File: config.mk
export PLATFORM = sky130hd
export DESIGN_NAME = intrusion_detector_flat
export DESIGN_NICKNAME = d
export VERILOG_FILES = /design/src/rtl/intrusion_detector_if.sv /design/src/rtl/intrusion_detector.sv /design/src/flat_wrapper.sv
export SDC_FILE = /design/constraint.sdc
export NUM_CORES = 1
export LEC_CHECK = 0
export ABC_AREA = 1
export CORE_MARGIN = 10
export CORE_UTILIZATION = 50
export DETAILED_ROUTE_END_ITERATION = 16
export MAX_ROUTING_LAYER = met4
export PLACE_DENSITY = 0.74
export SLEW_MARGIN = 20
export SYNTH_ARGS = -nofsm -noshare
export SYNTH_HDL_FRONTEND = slang
export SYNTH_SLANG_ARGS = --single-unit
File: constraint.sdc
create_clock -name CLK -period 2.1 [get_ports CLK]
set_input_delay 0.42 -clock CLK [delete_from_list [all_inputs] [get_ports CLK]]
set_output_delay 0.42 -clock CLK [all_outputs]
set_load 0.02 [all_outputs]
File: src/rtl/intrusion_detector_if.sv
// Sensor-side and alarm-side signals of the intrusion detector, grouped as one bundle.
// The master side supplies samples, threshold and arm request; the slave side is the detector.
interface intrusion_detector_if;
    logic [7:0] Distance;
    logic       Dist_Valid;
    logic [7:0] Threshold;
    logic       Arm;
    logic [2:0] State;
    logic       Armed;
    logic       Alarm;
    logic       Buzzer;
    logic [7:0] Intrusion_Count;

    modport master (
        output Distance, Dist_Valid, Threshold, Arm,
        input  State, Armed, Alarm, Buzzer, Intrusion_Count
    );

    modport slave (
        input  Distance, Dist_Valid, Threshold, Arm,
        output State, Armed, Alarm, Buzzer, Intrusion_Count
    );
endinterface

File: src/rtl/intrusion_detector.sv
// Intrusion detector: filters distance samples into a detection and sequences
// the arm / exit-delay / entry-delay / alarm behaviour. All outputs are registered.
//
// state      | meaning
// -----------+-----------------------------------------------------------
// DISARMED   | idle, samples ignored, waiting for Arm=1
// EXIT_DELAY | EXIT_TICKS ticks for the occupant to leave, samples ignored
// ARMED      | counting consecutive near samples, detect -> PRE_ALARM
// PRE_ALARM  | ENTRY_TICKS ticks of warning tone before the alarm
// ALARM      | alarm latched until Arm=0
module intrusion_detector #(
    parameter int TICK_DIV    = 100000,
    parameter int EXIT_TICKS  = 10,
    parameter int ENTRY_TICKS = 5,
    parameter int HITS        = 3,
    parameter int BUZZ_DIV    = 50
) (
    input  logic                 CLK,
    input  logic                 RST,
    intrusion_detector_if.slave  bus
);
    localparam int TICK_W  = (TICK_DIV > 1) ? $clog2(TICK_DIV) : 1;
    localparam int TMR_MAX = (EXIT_TICKS > ENTRY_TICKS) ? EXIT_TICKS : ENTRY_TICKS;
    localparam int TMR_W   = $clog2(TMR_MAX + 1);
    localparam int BUZZ_W  = (BUZZ_DIV > 1) ? $clog2(BUZZ_DIV) : 1;
    localparam int HIT_W   = 4;

    localparam logic [TICK_W-1:0] TICK_LAST = TICK_W'(TICK_DIV - 1);
    localparam logic [BUZZ_W-1:0] BUZZ_LAST = BUZZ_W'(BUZZ_DIV - 1);
    localparam logic [TMR_W-1:0]  TMR_EXIT  = TMR_W'(EXIT_TICKS);
    localparam logic [TMR_W-1:0]  TMR_ENTRY = TMR_W'(ENTRY_TICKS);
    localparam logic [HIT_W-1:0]  HIT_MAX   = HIT_W'(HITS);

    typedef enum logic [2:0] {
        S_DISARMED = 3'd0,
        S_EXIT     = 3'd1,
        S_ARMED    = 3'd2,
        S_PRE      = 3'd3,
        S_ALARM    = 3'd4
    } state_t;

    state_t              state_q, state_d;
    logic [TICK_W-1:0]   tick_cnt_q, tick_cnt_d;
    logic [TMR_W-1:0]    timer_q, timer_d;
    logic [HIT_W-1:0]    hit_q, hit_d;
    logic [BUZZ_W-1:0]   buzz_cnt_q, buzz_cnt_d;
    logic                buzzer_q, buzzer_d;
    logic                armed_q, armed_d;
    logic                alarm_q, alarm_d;
    logic [7:0]          count_q, count_d;
    logic                tick, near, far, detect, state_chg, timer_last;

    // State register and all datapath flops, synchronous reset.
    always_ff @(posedge CLK) begin
        if (RST) begin
            state_q    <= S_DISARMED;
            tick_cnt_q <= '0;
            timer_q    <= '0;
            hit_q      <= '0;
            buzz_cnt_q <= '0;
            buzzer_q   <= 1'b0;
            armed_q    <= 1'b0;
            alarm_q    <= 1'b0;
            count_q    <= '0;
        end else begin
            state_q    <= state_d;
            tick_cnt_q <= tick_cnt_d;
            timer_q    <= timer_d;
            hit_q      <= hit_d;
            buzz_cnt_q <= buzz_cnt_d;
            buzzer_q   <= buzzer_d;
            armed_q    <= armed_d;
            alarm_q    <= alarm_d;
            count_q    <= count_d;
        end
    end

    // Sample classification and the consecutive-near hit filter.
    // detect looks at the updated count so the sample completing the run acts this cycle.
    always_comb begin
        near   = bus.Dist_Valid && (bus.Distance != 8'd0) && (bus.Distance < bus.Threshold);
        far    = bus.Dist_Valid && (bus.Distance != 8'd0) && !(bus.Distance < bus.Threshold);
        hit_d  = '0;
        if (state_q == S_ARMED) begin
            if (near) begin
                hit_d = (hit_q == HIT_MAX) ? HIT_MAX : hit_q + HIT_W'(1);
            end else if (far) begin
                hit_d = '0;
            end else begin
                hit_d = hit_q;
            end
        end
        detect     = (hit_d == HIT_MAX);
        tick       = (tick_cnt_q == TICK_LAST);
        timer_last = tick && (timer_q == TMR_W'(1));
    end

    // Next-state logic; Arm=0 overrides every other cause.
    always_comb begin
        state_d = state_q;
        if (!bus.Arm) begin
            state_d = S_DISARMED;
        end else begin
            case (state_q)
                S_DISARMED: state_d = S_EXIT;
                S_EXIT:     if (timer_last) state_d = S_ARMED;
                S_ARMED:    if (detect)     state_d = S_PRE;
                S_PRE:      if (timer_last) state_d = S_ALARM;
                S_ALARM:    state_d = S_ALARM;
                default:    state_d = S_DISARMED;
            endcase
        end
    end

    // Output and counter updates derived from the transition being taken.
    always_comb begin
        state_chg  = (state_d != state_q);
        tick_cnt_d = (state_chg || tick) ? '0 : tick_cnt_q + TICK_W'(1);

        timer_d = timer_q;
        if (state_chg) begin
            case (state_d)
                S_EXIT:  timer_d = TMR_EXIT;
                S_PRE:   timer_d = TMR_ENTRY;
                default: timer_d = '0;
            endcase
        end else if (tick && (timer_q != '0) && (state_q == S_EXIT || state_q == S_PRE)) begin
            timer_d = timer_q - TMR_W'(1);
        end

        armed_d = (state_d == S_ARMED) || (state_d == S_PRE) || (state_d == S_ALARM);
        alarm_d = (state_d == S_ALARM);

        buzz_cnt_d = '0;
        buzzer_d   = 1'b0;
        if (state_d == S_ALARM) begin
            buzzer_d = 1'b1;
        end else if (state_d == S_PRE && state_q == S_PRE) begin
            if (buzz_cnt_q == BUZZ_LAST) begin
                buzz_cnt_d = '0;
                buzzer_d   = ~buzzer_q;
            end else begin
                buzz_cnt_d = buzz_cnt_q + BUZZ_W'(1);
                buzzer_d   = buzzer_q;
            end
        end

        count_d = count_q;
        if (state_q == S_PRE && state_d == S_ALARM && count_q != 8'hFF) begin
            count_d = count_q + 8'd1;
        end
    end

    assign bus.State           = state_q;
    assign bus.Armed           = armed_q;
    assign bus.Alarm           = alarm_q;
    assign bus.Buzzer          = buzzer_q;
    assign bus.Intrusion_Count = count_q;
endmodule
File: src/flat_wrapper.sv
// flat-port wrapper written by rule: the top's interface ports become plain ports
module intrusion_detector_flat 
#(
    parameter int TICK_DIV    = 100000,
    parameter int EXIT_TICKS  = 10,
    parameter int ENTRY_TICKS = 5,
    parameter int HITS        = 3,
    parameter int BUZZ_DIV    = 50
)
  (CLK, RST, bus_Distance, bus_Dist_Valid, bus_Threshold, bus_Arm, bus_State, bus_Armed, bus_Alarm, bus_Buzzer, bus_Intrusion_Count);
  intrusion_detector_if bus_i ();
  input  logic CLK;
  input  logic RST;
  input wire logic [$bits(bus_i.Distance)-1:0] bus_Distance;
  input wire logic [$bits(bus_i.Dist_Valid)-1:0] bus_Dist_Valid;
  input wire logic [$bits(bus_i.Threshold)-1:0] bus_Threshold;
  input wire logic [$bits(bus_i.Arm)-1:0] bus_Arm;
  output wire logic [$bits(bus_i.State)-1:0] bus_State;
  output wire logic [$bits(bus_i.Armed)-1:0] bus_Armed;
  output wire logic [$bits(bus_i.Alarm)-1:0] bus_Alarm;
  output wire logic [$bits(bus_i.Buzzer)-1:0] bus_Buzzer;
  output wire logic [$bits(bus_i.Intrusion_Count)-1:0] bus_Intrusion_Count;
  assign bus_i.Distance = bus_Distance;
  assign bus_i.Dist_Valid = bus_Dist_Valid;
  assign bus_i.Threshold = bus_Threshold;
  assign bus_i.Arm = bus_Arm;
  assign bus_State = bus_i.State;
  assign bus_Armed = bus_i.Armed;
  assign bus_Alarm = bus_i.Alarm;
  assign bus_Buzzer = bus_i.Buzzer;
  assign bus_Intrusion_Count = bus_i.Intrusion_Count;
  intrusion_detector #(.TICK_DIV(TICK_DIV), .EXIT_TICKS(EXIT_TICKS), .ENTRY_TICKS(ENTRY_TICKS), .HITS(HITS), .BUZZ_DIV(BUZZ_DIV)) u_core (.CLK(CLK), .RST(RST), .bus(bus_i));
endmodule
Word-level counts from Yosys, hierarchy flattened
Cells that the tools add are included.
- reductions and logical operators: 20
- equal/unequal tests: 16
- muxes and demuxes: 15
- add/sub/neg operators: 5
- $lt $le $gt $ge: 1
- bitwise gates (word level): 2
- operators by type and width (kind ; count):
    $mux 4 ; 6
    $add 17x1->17 const B ; 1
    $eq 17x17->1 const B ; 1
    $pmux 3 s5 ; 1
    $eq 3x2->1 const B ; 4
    $mux 3 ; 4
    $logic_and 1x1->1 ; 9
    $add 8x1->8 const B ; 1
    $eq 4x2->1 const B ; 2
    $lt 8x8->1 ; 1
    $ne 8x8->1 const B ; 1
    $pmux 4 s2 ; 1
    $reduce_bool 8->1 ; 1
    $add 6x1->6 const B ; 1
    $eq 3x1->1 const B ; 2
    $eq 3x3->1 const B ; 2
    $eq 6x6->1 const B ; 1
    $add 4x1->4 const B ; 1
    $eq 4x1->1 const B ; 1
    $logic_or 1x1->1 ; 4
    $reduce_bool 4->1 ; 1
    $reduce_or 4->1 ; 1
    $sub 4x1->4 const B ; 1
    $logic_not 3->1 ; 1
    other kinds (7) ; 10
- output and inout bits: 14
- register bits after elaboration: 45

Longest topological paths before layout
- depth after elaboration: 14
- depth in mapped cells: 20
- depth with buffers taken out: 20

Least setup slack after synthesis
No wires, ideal clock.
- path type: input to register
- start point: input bus_Threshold[5]
- end point: register u_core.tick_cnt_q[5]
- library setup time: 0.062 ns
- arrival: 2.083 ns
- stages: 15
- data required time: 2.038 ns
- path buffers: 1
- setup slack: -0.044 ns
- cells stage by stage: inv_1 -> ha_1 -> a21oi_1 -> o21a_1 -> nand3_1 -> nand2_1 -> nand2_1 -> nor2_1 -> nand3_1 -> nand2_2 -> nand3_1 -> nand2_4 -> nand4_4 -> buf_6 -> nor2_2
- word-level cells in the longest chain between the ends: 13
- elaborated cells between the ends (all ways): 14
- those cells by class: order compare: 1; eq/ne: 2; mux: 6; reduce/logical: 5
- RTL lines (item ; line ; source):
    from (decl) ; flat_wrapper.sv:16 ; input wire logic [$bits(bus_i.Threshold)-1:0] bus_Threshold;
    $lt 8x8->1 * ; intrusion_detector.sv:81, intrusion_detector.sv:82 ;
    $logic_not 1->1 ; intrusion_detector.sv:82 ; far = bus.Dist_Valid && (bus.Distance != 8'd0) && !(bus.Distance < bus.Threshold);
    $logic_and 1x1->1 ; intrusion_detector.sv:82 ;
    $mux 4 ; intrusion_detector.sv:87 ; end else if (far) begin
    $mux 4 * ; intrusion_detector.sv:85 ; if (near) begin
    $mux 4 * ; intrusion_detector.sv:84 ; if (state_q == S_ARMED) begin
    $eq 4x2->1 * ; intrusion_detector.sv:93 ; detect = (hit_d == HIT_MAX);
    $mux 3 * ; intrusion_detector.sv:107 ; S_ARMED: if (detect) state_d = S_PRE;
    $pmux 3 s5 * ; intrusion_detector.sv:104 ; case (state_q)
    $mux 3 * ; intrusion_detector.sv:101 ; if (!bus.Arm) begin
    $ne 3x3->1 * ; intrusion_detector.sv:117 ; state_chg = (state_d != state_q);
    $logic_or 1x1->1 * ; intrusion_detector.sv:118 ; tick_cnt_d = (state_chg || tick) ? '0 : tick_cnt_q + TICK_W'(1);
    $reduce_or 2->1 (no line) * ; -- ;
    to (signal assigned) ; intrusion_detector.sv:67 ; tick_cnt_q <= tick_cnt_d;
    to (decl) ; intrusion_detector.sv:43 ; logic [TICK_W-1:0] tick_cnt_q, tick_cnt_d;
Every way passes the cells marked *; elsewhere a longest branch is shown, timed or not.
A chain may end at the register's enable or synchronous reset.

Worst setup path after layout
- start point: register u_core.tick_cnt_q[12]
- end point: register u_core.tick_cnt_q[4]
- word-level cells in the longest chain between the ends: 8
- elaborated cells between the ends (all ways): 9
- those cells by class: eq/ne: 2; mux: 4; reduce/logical: 3
- RTL lines (item ; line ; source):
    $eq 17x17->1 * ; intrusion_detector.sv:94 ; tick = (tick_cnt_q == TICK_LAST);
    $logic_and 1x1->1 ; intrusion_detector.sv:95 ; timer_last = tick && (timer_q == TMR_W'(1));
    $mux 3, on equally long branches ; intrusion_detector.sv:108, intrusion_detector.sv:106 ;
    $pmux 3 s5 ; intrusion_detector.sv:104 ;
    $mux 3 ; intrusion_detector.sv:101 ;
    $ne 3x3->1 ; intrusion_detector.sv:117 ;
    $logic_or 1x1->1 * ; intrusion_detector.sv:118 ;
    $reduce_or 2->1 (no line) * ; -- ;
Marked as above.

==> key figures <==
Cells and area
  – Antenna diode instance count: 0
  – Final instance area: between 3000 and 4000 um2
  – Final net count: 469
  – Final core utilization: between 70% and 80%
  – Layout area overhead: 47.4%
  – Final cell count without fillers: 502
  – Ratio of cells with drive above 1 in the final layout: 32.6%

Clock network
  – Clock-pin slew on the worst setup and hold paths: 0.09 ns
  – Hold Buf Count CTS: 0
  – CTS tree: built
  – Clk buf depth: 2
  – Root Driver: clkbuf_8
  – Clk_lat worst skew: 0.30 ns
  – TritonCTS Buffers: 5
  – Sink Count: 45
  – H-tree Lvls: 2

Timing
  – Final Cycle Share: 103%
  – Final TNS setup: -0.715 ns
  – Setup violations, final: 14
  – Post-route minimum period: about 2.2 ns
  – Slew HR: 72.8%
  – Slew @ Worst Pin: 0.407 ns
  – WHS: around 0.43 ns
  – Setup ws final: -0.0662 ns
  – Slew Viols, Final: 0
  – Fin Clk Skew: between 0.008 and 0.009 ns
  – RSZ-0062 raised after global routing: yes
  – Count of final hold-check violations: 0
  – F_max: 462 MHz

Global routing
  – First-pass GRT wire length: 10200 um
  – Antenna violations before repair: 0
  – Largest net degree at the start of global routing: 17
  – Gr usage total: 14.7%
  – Gr ovfl total: 0
  – Number of global-route vias before repair: 2403

Flow run
  – Max Cap Viol: 0

Setup path
  – R2r setup slk: -0.07 ns
  – Worst Path Required: 2.35 ns
  – CP Capture Type: register
  – Critical path's largest stage delay: 0.36 ns
  – Critical-path top delay cell: dfxtp_1
  – Crit path max fanout: 8
  – Buffers and inverters on the worst path: 2
  – Kind of critical path: register to register
  – R2R depth: 13
  – CP startpoint kind: register
  – Crit-path cells: nor2_1 -> nand2_1 -> nor2_1 -> nand4_2 -> o211ai_1 -> nand2_4 -> nand2_8 -> nand2_4 -> nand2_4 -> nand4_4 -> buf_6 -> buf_16 -> nor2_4
  – Crit path top cell by count: nand2_4
  – Worst R2R Start: u_core.tick_cnt_q[12]
  – Worst R2R End: u_core.tick_cnt_q[4]
  – Crit path DAT: ~2.4 ns
  – Crit-path leading delay family: simple AND/OR/NAND/NOR gates

Synthesis
  – Synth cell types: 31
  – Top cells by count, synth: nor2_1, inv_1, nand2_1, dfxtp_1, nand3_1
  – Primary FF master, synth: dfxtp_1
  – Asr flop ratio synth: 0%
  – Cell count after synthesis: about 360
  – Syn Std Cell Area: 2560 um2
  – Yosys Warn Count: 0
  – Avg Cell Area, Syn: slightly above 7 um2
  – Syn_nets: 394
  – Top-count cell post-synth: nor2_1
  – Synth top area share: 35.2%
  – Yosys top cell by area: dfxtp_1
  – Synth area leaders: dfxtp_1, nor2_1, inv_1
  – Post-synth EDFFs: 0
  – Seq cells post-synth: 45
  – Post-synthesis sequential area ratio: 35.2%

Routing
  – 1st-iter DRT viols: 153
  – Wire per inst: approximately 14 um
  – Drt total wl: approximately 6900 um
  – Vias: 2559
  – Routed vias/inst: about 5
  – Drt pass-1 iters: 5
  – Routed Antenna Nets: 0
  – DR DRC count: 0

Pwr
  – Power Density: between 400 and 500 nW/um2
  – Total power: 1.82 mW
  – Leakage: 1.52 nW
  – Peak supply drop: between 0.0004 and 0.0005 V

Place
  – Place WS: -0.702 ns
  – Placed cell count: around 470
  – Post-DP HPWL: 4200 um
  – Placed Area: 3120 um2
  – Port Buffers: 33
  – RD Place Congestion: 0.900

Min path
  – WHS Path Cells: 1
  – Hold WC Path Type: register to register
  – Worst Hold End: u_core.tick_cnt_q[0]
  – Hold_sp: u_core.tick_cnt_q[0]

Floorplanning
  – Initial Util: 52.8%
  – Core ar.: 4850 um2
  – IO Count: 34
  – Height of the die: 91.6 um
  – Die Span X: 91.6 um
  – Die area: 8380 um2
  – FP Rows: 25

Status
  – Failing checks: negative setup slack
  – Status: finished with violations
cell usage in the layout, fill, tap and decap left out, types with 11 or more instances in the layout:
cell	netlist	layout
nor2_4	0	15
clkdlybuf4s50_1	0	16
dfxtp_1	45	41
nand2_1	52	42
xor2_1	12	11
inv_1	57	49
nor2_1	60	51
nand4_1	11	11
buf_4	0	34
nand3_1	25	21
per-layer routing:
layer / up-vias / GRT usage [%] / wire (um)
met3: 12 / 3.70 / 292
li1: 1297 / - / -
met1: 1189 / 16.4 / 3040
met4: 0 / 3.52 / 91
met5: - / - / 0
met2: 61 / 25.6 / 3450
worst max-delay path by stage:
| stage | start | end | slack, ns | cells after the start |
|---|---|---|---|---|
| after floorplan | bus_Threshold[3] | u_core.tick_cnt_q[5] | 0.001 | 16 |
| after global placement | bus_Distance[7] | u_core.buzz_cnt_q[3] | -0.61 | 14 |
| after detailed placement | bus_Distance[5] | u_core.tick_cnt_q[6] | -0.70 | 15 |
| after CTS | bus_Threshold[5] | u_core.tick_cnt_q[4] | -0.04 | 17 |
| after global routing | u_core.bus.State[1] | u_core.tick_cnt_q[0] | -0.19 | 14 |
| final | u_core.tick_cnt_q[12] | u_core.tick_cnt_q[4] | -0.07 | 13 |
flip-flops by register name, summed over array words and instances, names as in the netlist:
signal,cells
u_core.tick_cnt_q,17
u_core.bus.Intrusion_Count,8
u_core.buzz_cnt_q,6
u_core.hit_q,4
u_core.timer_q,4
u_core.bus.State,3
u_core.bus.Alarm,1
u_core.bus.Armed,1
u_core.bus.Buzzer,1
power by group:
group	internal [mW]	leakage, nW	switching [mW]
registers	0.860	0.366	0.00646
logic	0.137	1.10	0.144
clock network	0.358	0.0554	0.312
logic make-up (layout without fill, tap and decap cells):
logic type / count (synthesis) / count (layout) / share of synthesized area, %
xor+xnor: 17 / 17 / 5.82
fa+ha+maj: 15 / 15 / 7.33
flops: 45 / 45 / 35.2
buf+inv: 64 / 140 / 9.73
compound gates: 31 / 31 / 6.99
simple gates: 187 / 187 / 34.9
layout make-up:
cell class,count,area [um2]
Multi-Input combinational cell,250,1780
Fill cell,323,1080
Sequential cell,45,908
Timing Repair Buffer,71,659
Inverter,61,234
Tap cell,67,83.8
Clock buffer,6,72.6
Clock inverter,2,38.8
timing repair:
item,in CTS,in global routing
resized for setup,56,93
gates cloned,2,0
hold endpoints to repair,0,0
setup buffers,16,4
endpoints found under the setup margin,28,34
pin swaps,24,40
(Power assumes the default switching activity.)
